`config.mk`:
```
export PLATFORM = sky130hd
export DESIGN_NAME = mt_rand_receiver_flat
export DESIGN_NICKNAME = d
export VERILOG_FILES = /design/src/rtl/mt_rand_receiver_if.sv /design/src/rtl/mt_rand_receiver.sv /design/src/flat_wrapper.sv
export SDC_FILE = /design/constraint.sdc
export NUM_CORES = 1
export LEC_CHECK = 0
export ABC_AREA = 1
export CAP_MARGIN = 5
export CORE_MARGIN = 8
export CORE_UTILIZATION = 45
export CTS_CLUSTER_DIAMETER = 80
export DETAILED_ROUTE_END_ITERATION = 10
export GPL_ROUTABILITY_DRIVEN = 0
export REMOVE_ABC_BUFFERS = 1
export SETUP_SLACK_MARGIN = 0.4
export SYNTH_ARGS = -nofsm -noshare
export SYNTH_HDL_FRONTEND = slang
export SYNTH_SLANG_ARGS = --single-unit
```
`constraint.sdc`:
```
create_clock -name clk -period 3.09 [get_ports clk]
set_input_delay 0.309 -clock clk [delete_from_list [all_inputs] [get_ports clk]]
set_output_delay 0.309 -clock clk [all_outputs]
set_load 0.05 [all_outputs]
```
`src/rtl/mt_rand_receiver_if.sv`:
```
// Signal bundle between the Mersenne-Twister word stream, the receive FIFO and its consumer.
// Downstream handshake: a word transfers on a rising edge where out_valid && out_ready; out_valid never waits on out_ready.
interface mt_rand_receiver_if #(
  parameter int DATA_SIZE     = 32,
  parameter int ADDR_SIZE     = 4,
  parameter int DROP_CNT_SIZE = 16
);
  logic [DATA_SIZE-1:0]     rand_in;
  logic                     rand_in_valid;
  logic                     flush;
  logic                     clear_stats;
  logic [DATA_SIZE-1:0]     out_data;
  logic                     out_valid;
  logic                     out_ready;
  logic [ADDR_SIZE:0]       level;
  logic [31:0]              rx_count;
  logic [DROP_CNT_SIZE-1:0] drop_count;
  logic                     overflow;

  modport master (
    output rand_in, rand_in_valid, flush, clear_stats, out_ready,
    input  out_data, out_valid, level, rx_count, drop_count, overflow
  );

  modport slave (
    input  rand_in, rand_in_valid, flush, clear_stats, out_ready,
    output out_data, out_valid, level, rx_count, drop_count, overflow
  );
endinterface

```
`src/rtl/mt_rand_receiver.sv`:
```
// Receive FIFO for the backpressure-free random word stream, re-presented as ready/valid,
// with accept and saturating drop statistics.
module mt_rand_receiver #(
  parameter int DATA_SIZE     = 32,
  parameter int ADDR_SIZE     = 4,
  parameter int DROP_CNT_SIZE = 16
) (
  input logic               clk,
  input logic               reset,
  mt_rand_receiver_if.slave bus
);
  localparam int DEPTH = 2 ** ADDR_SIZE;
  localparam logic [ADDR_SIZE:0]       FULL_LEVEL = (ADDR_SIZE + 1)'(DEPTH);
  localparam logic [ADDR_SIZE:0]       LEVEL_ONE  = (ADDR_SIZE + 1)'(1);
  localparam logic [ADDR_SIZE-1:0]     PTR_ONE    = ADDR_SIZE'(1);
  localparam logic [DROP_CNT_SIZE-1:0] DROP_ONE   = DROP_CNT_SIZE'(1);
  localparam logic [DROP_CNT_SIZE-1:0] DROP_MAX   = '1;

  logic [DATA_SIZE-1:0]     mem_q [DEPTH];
  logic [ADDR_SIZE-1:0]     wr_ptr_q, wr_ptr_d;
  logic [ADDR_SIZE-1:0]     rd_ptr_q, rd_ptr_d;
  logic [ADDR_SIZE:0]       level_q, level_d;
  logic [31:0]              rx_count_q, rx_count_d;
  logic [DROP_CNT_SIZE-1:0] drop_count_q, drop_count_d;
  logic                     overflow_q, overflow_d;
  logic                     full, pop, accept, drop;

  always_comb begin
    full   = (level_q == FULL_LEVEL);
    // A pop during flush is ignored, so it must not free a slot for the incoming word either.
    pop    = (level_q != '0) && bus.out_ready && !bus.flush;
    accept = bus.rand_in_valid && !bus.flush && (!full || pop);
    drop   = bus.rand_in_valid && !bus.flush && full && !pop;

    wr_ptr_d   = wr_ptr_q;
    rd_ptr_d   = rd_ptr_q;
    level_d    = level_q;
    rx_count_d = rx_count_q;

    if (bus.flush) begin
      wr_ptr_d = '0;
      rd_ptr_d = '0;
      level_d  = '0;
    end else begin
      if (accept) begin
        wr_ptr_d   = wr_ptr_q + PTR_ONE;
        rx_count_d = rx_count_q + 32'd1;
      end
      if (pop) rd_ptr_d = rd_ptr_q + PTR_ONE;
      if (accept && !pop) level_d = level_q + LEVEL_ONE;
      else if (pop && !accept) level_d = level_q - LEVEL_ONE;
    end

    drop_count_d = drop_count_q;
    overflow_d   = overflow_q | drop;
    if (bus.clear_stats) begin
      drop_count_d = drop ? DROP_ONE : '0;
      overflow_d   = drop;
    end else if (drop && drop_count_q != DROP_MAX) begin
      drop_count_d = drop_count_q + DROP_ONE;
    end
  end

  always_ff @(posedge clk or posedge reset) begin
    if (reset) begin
      wr_ptr_q     <= '0;
      rd_ptr_q     <= '0;
      level_q      <= '0;
      rx_count_q   <= '0;
      drop_count_q <= '0;
      overflow_q   <= 1'b0;
    end else begin
      wr_ptr_q     <= wr_ptr_d;
      rd_ptr_q     <= rd_ptr_d;
      level_q      <= level_d;
      rx_count_q   <= rx_count_d;
      drop_count_q <= drop_count_d;
      overflow_q   <= overflow_d;
    end
  end

  // Storage needs no reset: out_data is masked while the FIFO is empty.
  always_ff @(posedge clk) begin
    if (accept) mem_q[wr_ptr_q] <= bus.rand_in;
  end

  assign bus.out_data   = (level_q == '0) ? '0 : mem_q[rd_ptr_q];
  assign bus.out_valid  = (level_q != '0);
  assign bus.level      = level_q;
  assign bus.rx_count   = rx_count_q;
  assign bus.drop_count = drop_count_q;
  assign bus.overflow   = overflow_q;
endmodule

```
`src/flat_wrapper.sv`:
```
// flat-port wrapper written by rule: the top's interface ports become plain ports
module mt_rand_receiver_flat 
#(
  parameter int DATA_SIZE     = 32,
  parameter int ADDR_SIZE     = 4,
  parameter int DROP_CNT_SIZE = 16
)
  (clk, reset, bus_rand_in, bus_rand_in_valid, bus_flush, bus_clear_stats, bus_out_ready, bus_out_data, bus_out_valid, bus_level, bus_rx_count, bus_drop_count, bus_overflow);
  mt_rand_receiver_if #(.DATA_SIZE(DATA_SIZE), .ADDR_SIZE(ADDR_SIZE), .DROP_CNT_SIZE(DROP_CNT_SIZE)) bus_i ();
  input logic clk;
  input logic reset;
  input wire logic [$bits(bus_i.rand_in)-1:0] bus_rand_in;
  input wire logic [$bits(bus_i.rand_in_valid)-1:0] bus_rand_in_valid;
  input wire logic [$bits(bus_i.flush)-1:0] bus_flush;
  input wire logic [$bits(bus_i.clear_stats)-1:0] bus_clear_stats;
  input wire logic [$bits(bus_i.out_ready)-1:0] bus_out_ready;
  output wire logic [$bits(bus_i.out_data)-1:0] bus_out_data;
  output wire logic [$bits(bus_i.out_valid)-1:0] bus_out_valid;
  output wire logic [$bits(bus_i.level)-1:0] bus_level;
  output wire logic [$bits(bus_i.rx_count)-1:0] bus_rx_count;
  output wire logic [$bits(bus_i.drop_count)-1:0] bus_drop_count;
  output wire logic [$bits(bus_i.overflow)-1:0] bus_overflow;
  assign bus_i.rand_in = bus_rand_in;
  assign bus_i.rand_in_valid = bus_rand_in_valid;
  assign bus_i.flush = bus_flush;
  assign bus_i.clear_stats = bus_clear_stats;
  assign bus_i.out_ready = bus_out_ready;
  assign bus_out_data = bus_i.out_data;
  assign bus_out_valid = bus_i.out_valid;
  assign bus_level = bus_i.level;
  assign bus_rx_count = bus_i.rx_count;
  assign bus_drop_count = bus_i.drop_count;
  assign bus_overflow = bus_i.overflow;
  mt_rand_receiver #(.DATA_SIZE(DATA_SIZE), .ADDR_SIZE(ADDR_SIZE), .DROP_CNT_SIZE(DROP_CNT_SIZE)) u_core (.clk(clk), .reset(reset), .bus(bus_i));
endmodule
```
* After elaboration in Yosys (flattened, before gate mapping)
Memories as Yosys holds them, arrays and structs flattened.
Index checks and enable logic that the tools add are counted.
** Storage, ports and cells
- Memory bits (writable) :: 512
- Register bits :: 62
- Memories kept :: 1
- Output and inout bits :: 87
** Cells by class
- Add/subtract/negate cells :: 6
- Equality and inequality tests :: 2
- Multiplexer cells :: 14
- Bitwise gates (word level) :: 2
- Reduce and logical (&&, ||, !) cells :: 21
** Memories
- u_core.mem_q :: words 16, bits a word 32, rd ports 1, clocked after memory_dff 0, wr ports 1, RTL line mt_rand_receiver.sv:19 : logic [DATA_SIZE-1:0] mem_q [DEPTH];
** Operators by type and width (number)
- 32-bit by 1-bit adder with 32-bit output (second input constant) :: 1
- 16-bit two-way mux :: 2
- 32-bit two-way mux :: 1
- 16-bit by 1-bit adder with 16-bit output (second input constant) :: 1
- 4-bit two-way mux :: 4
- 16-bit inequality test (second input constant) :: 1
- 5-bit two-way mux :: 3
- 1-bit logical AND :: 9
- 4-bit by 1-bit adder with 4-bit output (second input constant) :: 2
- 2-bit nonzero test :: 3
- 5-bit by 1-bit adder with 5-bit output (second input constant) :: 1
- 5-bit == test (second input constant) :: 1
- 5-bit logical NOT :: 1
- 5-bit nonzero test :: 1
- 5-bit by 1-bit subtractor with 5-bit output (second input constant) :: 1
- 1-bit logical NOT :: 4
- 1-bit two-way mux :: 4
- 3-bit nonzero test :: 1
- 2-bit AND reduction :: 1
- 1-bit logical OR :: 1
- 1-bit NOT :: 1
- 1-bit OR :: 1

* Logic depth before layout (Yosys ltp)
- Depth in word-level cells :: 10
- Mapped depth :: 14
- Gate-level depth less buffers :: 14

* Least setup slack after synthesis
Ideal clock, no wire load.
- Kind :: register to register
- Start point :: reg u_core.level_q[4], in the netlist u_core.bus.level[4]
- End point :: mem u_core.mem_q[11][0], enable pin
- Cell stages (with the launch flop) :: 10
- Arrival :: 2.828 ns
- Period minus slack after synthesis :: 3.249 ns
- Data required time :: 2.669 ns
- Slack :: -0.159 ns
- Library setup time :: 0.421 ns
- Buffers on the path :: 1
- Path through :: dfrtp_1 > inv_1 > nand3_4 > nand3_4 > nand2_1 > nand2_2 > inv_2 > buf_6 > nand2_1 > nor2_1
** Between the ends
- Cells in the longest elaborated chain, start to end :: 7
** Ends and longest elaborated chain
- from (decl) :: RTL line mt_rand_receiver.sv:22 : logic [ADDR_SIZE:0] level_q, level_d;
- from (signal assigned) :: RTL line mt_rand_receiver.sv:75 : level_q <= level_d;
- 5-bit nonzero test :: RTL line mt_rand_receiver.sv:31 : pop = (level_q != '0) && bus.out_ready && !bus.flush;
- 1-bit logical AND (2 in series) :: RTL line mt_rand_receiver.sv:31
- 1-bit logical OR * :: RTL line mt_rand_receiver.sv:32 : accept = bus.rand_in_valid && !bus.flush && (!full || pop);
- 1-bit logical AND * :: RTL line mt_rand_receiver.sv:32
- 1-bit two-way mux * :: RTL line mt_rand_receiver.sv:84 : if (accept) mem_q[wr_ptr_q] <= bus.rand_in;
- 1-bit two-way mux (implied by the code) * :: RTL line mt_rand_receiver.sv:84
- to (decl) :: RTL line mt_rand_receiver.sv:19
Every way passes the cells marked *; elsewhere a longest branch is shown, timed or not.

* Final worst setup path
- Start point :: reg u_core.rd_ptr_q[0]
- End point :: out bus_out_data[9]
** Between the ends
- Cells in the longest elaborated chain, start to end :: 2
** Ends and longest elaborated chain
- from (decl) :: RTL line mt_rand_receiver.sv:21 : logic [ADDR_SIZE-1:0] rd_ptr_q, rd_ptr_d;
- from (signal assigned) :: RTL line mt_rand_receiver.sv:74 : rd_ptr_q <= rd_ptr_d;
- memory read 16 x 32 bit
- 32-bit two-way mux :: RTL line mt_rand_receiver.sv:87 : assign bus.out_data = (level_q == '0) ? '0 : mem_q[rd_ptr_q];
- to (decl) :: RTL line flat_wrapper.sv:17 : output wire logic [$bits(bus_i.out_data)-1:0] bus_out_data;
No other way between the ends.

==> flow_metrics.env <==
export IMPL_drtIter0Drc=1522
export IMPL_start_kind="flop"
export IMPL_finalHoldViolCount=0
export IMPL_dpl_instance_area_um2=27100
export IMPL_vias=17300
export IMPL_grt_max_degree=78
export IMPL_clock_sinks=574
export IMPL_yosys_area_top_type="edfxtp_1"
export IMPL_fin_area_um2=30000
export IMPL_initial_core_util_pct=45.5
export IMPL_worst_pin_slew_ps=710
export IMPL_fin_crit_sh_pct=90.8
export IMPL_grt_pass1_wl_mm=101
export IMPL_fin_crit_ps=2800
export IMPL_reg2reg_slack_ps=800
export IMPL_io_buffers=124
export IMPL_finalSetupViolCount=0
export IMPL_synth_edf_count=512
export IMPL_die_h_um=249
export IMPL_slowest_stage="dfrtp_4"
export IMPL_ys_ff_latch=574
export IMPL_drc=0
export IMPL_hold_buffers=0
export IMPL_area_delta_synth_final_pct=22.4
export IMPL_dp_cells=2964
export IMPL_synth_ff_type="edfxtp_1"
export IMPL_cts_max_path_buffers=3
export IMPL_placementRows=85
export IMPL_clk_pin_slew_ps=60
export IMPL_die_area_um2=62100
export IMPL_critical_path_class="reg2out"
export IMPL_grt_setup_unrepaired="yes"
export IMPL_worst_clock_skew_ps=33.7
export IMPL_status="finished clean"
export IMPL_crit_chain="buf_12 > inv_8 > buf_4 > clkbuf_16 > nand2_1 > nand3_1 > nand3_1 > a21oi_1 > o21a_2 > buf_12"
export IMPL_first_pass_iters=5
export IMPL_drive_gt1_share_pct=12.0
export IMPL_clock_latency_ps=640
export IMPL_maxCapViolCount=0
export IMPL_cp_max_fo=10
export IMPL_boundaryPins=125
export IMPL_syn_area_um2=24500
export IMPL_avgRoutedWirePerCell_um=21.7
export IMPL_final_cells=3117
export IMPL_grt_usage_pct=20.7
export IMPL_min_path_type="in2async"
export IMPL_clock_fmax_ghz=0.357
export IMPL_synthMostInstantiatedCell="nand2_1"
export IMPL_max_slew_margin_pct=52.5
export IMPL_vias_per_cell=5.55
export IMPL_power_density_nw_per_um2=783
export IMPL_totalWireLength_mm=67.7
export IMPL_cp_data_arrival_time_ps=2500
export IMPL_worstSetupEndpointType="output port"
export IMPL_yosys_top_cells_count="736 x nand2_1, 512 x edfxtp_1, 427 x nand3_1"
export IMPL_cts_inserted_buffers=60
export IMPL_cts_tree="done"
export IMPL_synth_cells=2211
export IMPL_grt_ovfl_total=0
export IMPL_synthTopCellsByArea="edfxtp_1 63%, nand2_1 11%, nand3_1 8.7%"
export IMPL_leakage_nw=10.9
export IMPL_max_stage_delay_ps=490
export IMPL_antenna_found_initial=2
export IMPL_synthArstFlopShare_pct=10.8
export IMPL_netlist_area_leader_share_pct=62.8
export IMPL_ys_warn_count=0
export IMPL_num_fill_cells=4419
export IMPL_yosysSeqAreaShare_pct=69.2
export IMPL_hpwl_mm=35.6
export IMPL_core_um2=53800
export IMPL_grt_pass1_vias=16800
export IMPL_slew_viol_final=0
export IMPL_cts_htree_levels=2
export IMPL_worstRegToRegCells=14
export IMPL_syn_mean_instance_area_um2=11.1
export IMPL_ant_nets=0
export IMPL_die_x_um=249
export IMPL_yosysUniqueCellTypes=33
export IMPL_worstPathRequired_ps=2780
export IMPL_nNetsFinal=2422
export IMPL_root_buffer="clkbuf_16"
export IMPL_irDropWorstVdd_mv=0.522
[cells by family (layout without fill, tap and decap cells)]
group / count (synthesis) / after routing / share of synthesized area, %
DFF: 574 / 574 / 69.2
buffers and inverters: 171 / 379 / 3.47
other: 0 / 2 / 0
and+or+nand+nor: 1294 / 1294 / 22.7
adders and majority gates: 12 / 12 / 0.644
AOI/OAI and AO/OA: 141 / 141 / 3.34
xor gates and xnor gates: 19 / 19 / 0.680
[placed cells by master (no fill, tap or decap), types with 4 or more instances in the layout]
cell	n
nand3_1	424
clkdlybuf4s50_1	91
inv_2	6
ha_1	11
nor3_1	6
clkbuf_1	14
clkbuf_16	68
nand2_1	736
xnor2_1	6
o21a_1	26
inv_1	41
xor2_1	13
clkinv_1	11
nor2_1	72
buf_16	17
nand4_1	11
buf_12	57
nor2_2	7
o21ai_0	24
nor2_4	19
edfxtp_1	512
clkinv_2	10
bufinv_16	4
a21boi_0	7
a21oi_2	21
buf_4	40
a21oi_1	48
o21ai_1	4
dfrtp_1	58
nand3b_1	10
o21a_2	7
[worst paths after layout]
kind,endpoint,startpoint
min in group clk,u_core.rd_ptr_q[0],bus_out_ready
setup reg to reg,u_core.bus.level[4],u_core.bus.level[1]
hold / removal,u_core.bus.drop_count[6],reset
hold reg to reg,u_core.bus.overflow,u_core.bus.overflow
max in group asynchronous,u_core.bus.drop_count[7],reset
setup / recovery,bus_out_data[9],u_core.rd_ptr_q[0]
[registers in the layout, indices dropped and copies added, names as in the netlist]
signal / cells
u_core.wr_ptr_q: 4
u_core.bus.rx_count: 32
u_core.bus.overflow: 1
u_core.rd_ptr_q: 4
u_core.bus.drop_count: 16
u_core.mem_q: 512
u_core.bus.level: 5
[cell type report]
| type | count | area [um2] | area share [%] |
|---|---|---|---|
| Antenna cell | 2 | 5.00 | 0.0167 |
| Clock buffer | 77 | 1610 | 5.36 |
| Clock inverter | 32 | 298 | 0.994 |
| Inverter | 50 | 229 | 0.764 |
| Multi-Input combinational cell | 1466 | 6910 | 23.1 |
| Sequential cell | 574 | 16900 | 56.5 |
| Tap cell | 696 | 871 | 2.91 |
| Timing Repair Buffer | 217 | 3060 | 10.2 |
| Timing Repair inverter | 3 | 36.3 | 0.121 |
[power breakdown]
group	switching [mW]	internal, mW	total (mW)
combinational	4.60	3.01	7.61
clock	2.99	4.00	6.99
sequential	0.180	8.66	8.84
total	7.77	15.7	23.4
[through the flow]
stage / hold WS (ps) / utilization, % / TNS [ps] / setup WS [ps] / total power [mW]
2_1_floorplan: 408 / - / -710320 / -6040 / 13.0
3_3_place_gp: 477 / 50.3 / 0 / 497 / 15.6
3_5_place_dp: 478 / 50.3 / 0 / 474 / 15.6
4_1_cts: 62.2 / 54.8 / 0 / 257 / 23.1
5_1_grt: 128 / 55.7 / 0 / 233 / 24.4
6_report: 75.1 / 55.7 / 0 / 286 / 23.4
[routing by layer]
metal  GRT usage [%]  wire (um)  share of wire, %
met2            35.5      33900                50
met3            3.56       4250               6.3
met1            26.7      28300                42
met4            6.32       1300               1.9
met5               0          0                 0
[worst max-delay path: cells and delay by family, from the launching register on]
kind	cells	cell delay, ps
AO/OA/AOI/OAI	2	440
buffers and inverters	5	730
flip-flops	1	490
AND/OR/NAND/NOR	3	190
[repair_timing]
action	in CTS	in global routing
setup buffers	13	10
pin swaps	8	19
cloned	10	9
endpoints found under the setup margin	33	32
resized for setup	32	42
(Power assumes the default switching activity.)
